`src/rtl/branch_predictor.sv`:
```
// Direct-mapped BTB with 2-bit direction counters, execute-side resolution,
// mispredict/redirect generation and saturating performance counters.
module branch_predictor #(
    parameter int INDEX_BITS = 4,
    parameter int CNT_WIDTH  = 16
) (
    input  logic                 clk,
    input  logic                 rst,
    input  logic [31:0]          PCF,
    output logic                 PredTakenF,
    output logic [31:0]          PredTargetF,
    input  logic                 BranchE,
    input  logic                 TakenE,
    input  logic [31:0]          PCE,
    input  logic [31:0]          TargetE,
    input  logic                 PredTakenE,
    input  logic [31:0]          PredTargetE,
    input  logic                 FlushE,
    output logic                 MispredictE,
    output logic [31:0]          RedirectPCE,
    output logic [CNT_WIDTH-1:0] BranchCnt,
    output logic [CNT_WIDTH-1:0] MissCnt
);
    localparam int unsigned ENTRIES  = 1 << INDEX_BITS;
    localparam int unsigned TAG_BITS = 32 - INDEX_BITS - 2;

    logic [ENTRIES-1:0]  valid;
    logic [TAG_BITS-1:0] tag    [ENTRIES];
    logic [31:0]         target [ENTRIES];
    logic [1:0]          ctr    [ENTRIES];

    logic [INDEX_BITS-1:0] idx_f;
    logic [INDEX_BITS-1:0] idx_e;
    logic                  hit_f;
    logic                  hit_e;
    logic                  resolve;

    always_comb begin
        idx_f       = PCF[INDEX_BITS+1:2];
        hit_f       = valid[idx_f] && (tag[idx_f] == PCF[31:INDEX_BITS+2]);
        PredTakenF  = hit_f && ctr[idx_f][1];
        PredTargetF = PredTakenF ? target[idx_f] : PCF + 32'd4;
    end

    always_comb begin
        idx_e   = PCE[INDEX_BITS+1:2];
        hit_e   = valid[idx_e] && (tag[idx_e] == PCE[31:INDEX_BITS+2]);
        resolve = BranchE && !FlushE;
    end

    // A predicted-taken non-branch means the entry is stale: fall through.
    always_comb begin
        MispredictE = 1'b0;
        if (!FlushE) begin
            if (BranchE)
                MispredictE = (PredTakenE != TakenE) ||
                              (TakenE && PredTakenE && (PredTargetE != TargetE));
            else
                MispredictE = PredTakenE;
        end
        RedirectPCE = (BranchE && TakenE) ? TargetE : PCE + 32'd4;
    end

    always_ff @(posedge clk or negedge rst) begin
        if (!rst) begin
            valid  <= '0;
            tag    <= '{default: '0};
            target <= '{default: '0};
            ctr    <= '{default: 2'b01};
        end else if (resolve) begin
            if (hit_e) begin
                if (TakenE) begin
                    if (ctr[idx_e] != 2'b11)
                        ctr[idx_e] <= ctr[idx_e] + 2'b01;
                    target[idx_e] <= TargetE;
                end else if (ctr[idx_e] != 2'b00) begin
                    ctr[idx_e] <= ctr[idx_e] - 2'b01;
                end
            end else if (TakenE) begin
                valid[idx_e]  <= 1'b1;
                tag[idx_e]    <= PCE[31:INDEX_BITS+2];
                target[idx_e] <= TargetE;
                ctr[idx_e]    <= 2'b10;
            end
        end
    end

    always_ff @(posedge clk or negedge rst) begin
        if (!rst) begin
            BranchCnt <= '0;
            MissCnt   <= '0;
        end else begin
            if (resolve && (BranchCnt != '1))
                BranchCnt <= BranchCnt + CNT_WIDTH'(1);
            if (MispredictE && (MissCnt != '1))
                MissCnt <= MissCnt + CNT_WIDTH'(1);
        end
    end
endmodule

```
`config.mk`:
```
export PLATFORM = sky130hd
export DESIGN_NAME = branch_predictor
export DESIGN_NICKNAME = d
export VERILOG_FILES = /design/src/rtl/branch_predictor.sv
export SDC_FILE = /design/constraint.sdc
export NUM_CORES = 2
export LEC_CHECK = 0
export ABC_CLOCK_PERIOD_IN_PS = 8300
export BUFFER_PORTS_ARGS = -buffer_cell sky130_fd_sc_hd__buf_2
export CAP_MARGIN = 20
export CORE_ASPECT_RATIO = 1.5
export CORE_MARGIN = 4
export CORE_UTILIZATION = 25
export DETAILED_ROUTE_END_ITERATION = 8
export PLACE_DENSITY = 0.41
export SKIP_LAST_GASP = 1
export SYNTH_ARGS = -nofsm -noshare
export SYNTH_HDL_FRONTEND = slang
export SYNTH_SLANG_ARGS = --single-unit
```
`constraint.sdc`:
```
create_clock -name clk -period 8.3 [get_ports clk]
set_clock_uncertainty 0.15 [all_clocks]
set_input_delay 1.66 -clock clk [delete_from_list [all_inputs] [get_ports clk]]
set_output_delay 1.66 -clock clk [all_outputs]
set_load 0.05 [all_outputs]
```
==> metrics <==
Net Count, Synth 3,686; Layout fillers 20,700; drc violations 0; global-route wire length before repair 271 mm; Cells after Synth 3,542; sequential area share after synthesis 0.487; Worst-path clk slew 0.06 ns; routability cong. 0.856; overall global routing resource usage 0.174; die area 0.215 mm²; gr busiest metal met2; CTS H-tree lvls 3; slowest stage cell, crit path or4b_4; Placed Cells 6,234; Post-DP HPWL 123 mm; fin. max-slew vios 0; dpl ws 0.107 ns; max frequency 126 MHz; post-synthesis cell area 0.0518 mm²; max incr delay on CP 0.74 ns; Tot Pwr 0.0139 W; mean post-synth cell area 14.6 µm²; DRT Wirelength 189 mm; cell row count 204; minimum clock period 7.95 ns; distinct cell type count after synthesis 57; crit path max fanout 49; maxcap violations 0; Final WS setup 0.349 ns; slew margin rel. 0.265; Area Growth Syn to Fin 16.5%; DR iter-0 viols 1,892; Worst EP arrival 6.14 ns; largest net degree at the start of global routing 159; worst-skew pair later-pin latency 0.77 ns; Synth Register Bits 1,008; vias in the first global route 34,600; cells along the critical path buf_8, buf_6, mux4_2, mux4_2, xnor2_1, nand2_1, or4_1, or4b_4, buf_12, a21oi_1, buf_2; Die Span Y 566 µm; root cell of the clock tree clkbuf_16; YS warnings 0; Leakage 26.5 nW; total CTS buffers 113; Buffers on Ports 231; final hold vios 0; top-count cell post-synth dfrtp_1; Post-DRT Antenna Nets 0; initial core utilization 0.252; M1 GR Usage 0.223; Setup violations, final 0; Cell Count, Final, Fillers Out 6,451; crit path kind primary input to output port; initial antenna violation count 28; RSZ-0062 raised after global routing no; startpoint types primary input; post-CTS setup buffer count 0; most frequent cells after synthesis dfrtp_1, mux2_2, mux4_2, clkbuf_1, nand2_1; Yosys top cell area share 0.479; synth top area cells dfrtp_1, mux2_2, mux4_2, xnor2_1, clkbuf_1; Core Area 0.206 mm²; Yosys top cell by area dfrtp_1; Post-synth ARST share 1.00; post-DR vias/cell 4.95; Worst VDD drop 191 µV; first drt pass iteration count 5; Wirelength per Cell 29.3 µm; Hold Path Class flop to flop; gr ovfl total 0; Fin Setup TNS 0 ns; final period utilization 0.958; Post-synth EDFFs 0; CP endpoint kind output port; Final nets 3,815; Die X 380 µm; main flop type after synthesis dfrtp_1; most frequent cell on the critical path mux4_2; Worst Tran Pin Value 1.10 ns; PwrDens 230 mW/mm²; Boundary Pins 232; DR vias 32,000; M3 GR Usage 0.0295; required time worst endpoint 6.49 ns; Sink Count 1,008; GR Util met2 0.302; CTS tree built; outcome complete, no violations; clk buf depth 3; proportion of layout cells with a drive suffix above 1 0.523
-- cell families (layout without fill, tap and decap cells) --
| group | count (synthesis) | in the layout | share of synthesized area |
|---|---|---|---|
| mux | 1425 | 1425 | 0.390 |
| flops | 1008 | 1008 | 0.487 |
| simple gates | 412 | 412 | 0.0396 |
| buf+inv | 355 | 577 | 0.0304 |
| xor+xnor | 175 | 175 | 0.0296 |
| compound gates | 157 | 157 | 0.0208 |
| fa+ha+maj | 10 | 10 | 0.00241 |
| other cells | 0 | 9 | 0 |
-- final timing paths --
check	slack, ns	from	cells after the start	to
setup / recovery	0.35	PCF[2]	11	PredTargetF[6]
hold / removal	0.34	MissCnt[9]	1	MissCnt[9]
setup reg to reg	3.86	tag[280]	13	tag[107]
hold reg to reg	0.34	MissCnt[9]	1	MissCnt[9]
max in group asynchronous	5.45	rst	3	target[347]
min in group asynchronous	0.77	rst	1	target[364]
-- repair_timing --
action,in CTS,in global routing
hold buffers,0,0
setup endpoints to repair,0,3
gates resized for setup,0,1
-- power by group --
group | switching, W | total [W] | internal [W]
logic | 0.00118 | 0.00236 | 0.00118
clock network | 0.00225 | 0.00552 | 0.00327
registers | 0.000438 | 0.00601 | 0.00558
total | 0.00387 | 0.0139 | 0.0100
-- per-layer routing --
| layer | part of all wire | wire, µm |
|---|---|---|
| met4 | 0.029 | 5460 |
| met5 | 0.00065 | 122 |
| met3 | 0.046 | 8650 |
| met1 | 0.43 | 80800 |
| met2 | 0.50 | 94000 |
-- metrics by stage --
step | utilization | cell area [µm²] | hold WS (ns)
finish | 0.293 | 60400 | 0.340
global route | 0.293 | 60400 | 0.360
CTS | 0.293 | 60400 | 0.340
detailed placement | 0.273 | 56300 | 0.324
global placement | 0.273 | 56200 | 0.318
floorplan | - | 51800 | 0.295
-- critical path: cells and delay by family --
| family | cells | cell delay [ns] |
|---|---|---|
| compound gates | 1 | 0.16 |
| xor+xnor | 1 | 0.36 |
| buf+inv | 4 | 1.32 |
| mux | 2 | 1.10 |
| simple gates | 3 | 1.40 |
-- cell type report --
class,count,area [µm²],share of cell area
Tap cell,2678,3350,0.0555
Sequential cell,1008,25200,0.418
Antenna cell,9,22.5,0.000373
Clock buffer,166,3350,0.0554
Clock inverter,42,748,0.0124
Timing Repair Buffer,353,2490,0.0412
Inverter,16,60.1,0.000994
Multi-Input combinational cell,2179,25100,0.416
-- registers in the layout, summed over array words and instances (netlist names) --
signal	count
BranchCnt	16
MissCnt	16
ctr	32
tag	416
target	512
valid	16
-- cells in the final DEF, fill, tap and decap left out, types with 12 or more instances in the layout --
cell         n
clkbuf_8    30
dfstp_2     16
inv_1       16
o211ai_1    14
nand2_1    106
nand2b_1    21
a2bb2oi_1   15
clkbuf_1    22
buf_4       95
nand4_1     33
nand2_2     12
nand3_1     73
mux2_2     987
nor2_1      67
bufinv_16   15
clkinv_2    17
mux4_2     378
mux2i_1     60
xnor2_1     92
o21ai_0     41
buf_12      27
dfrtp_1    992
buf_2      223
a21oi_1     21
xor2_1      83
clkbuf_16  114
nor4_1      16
and3_1      23
No activity file was read; power rests on OpenSTA's default activity.
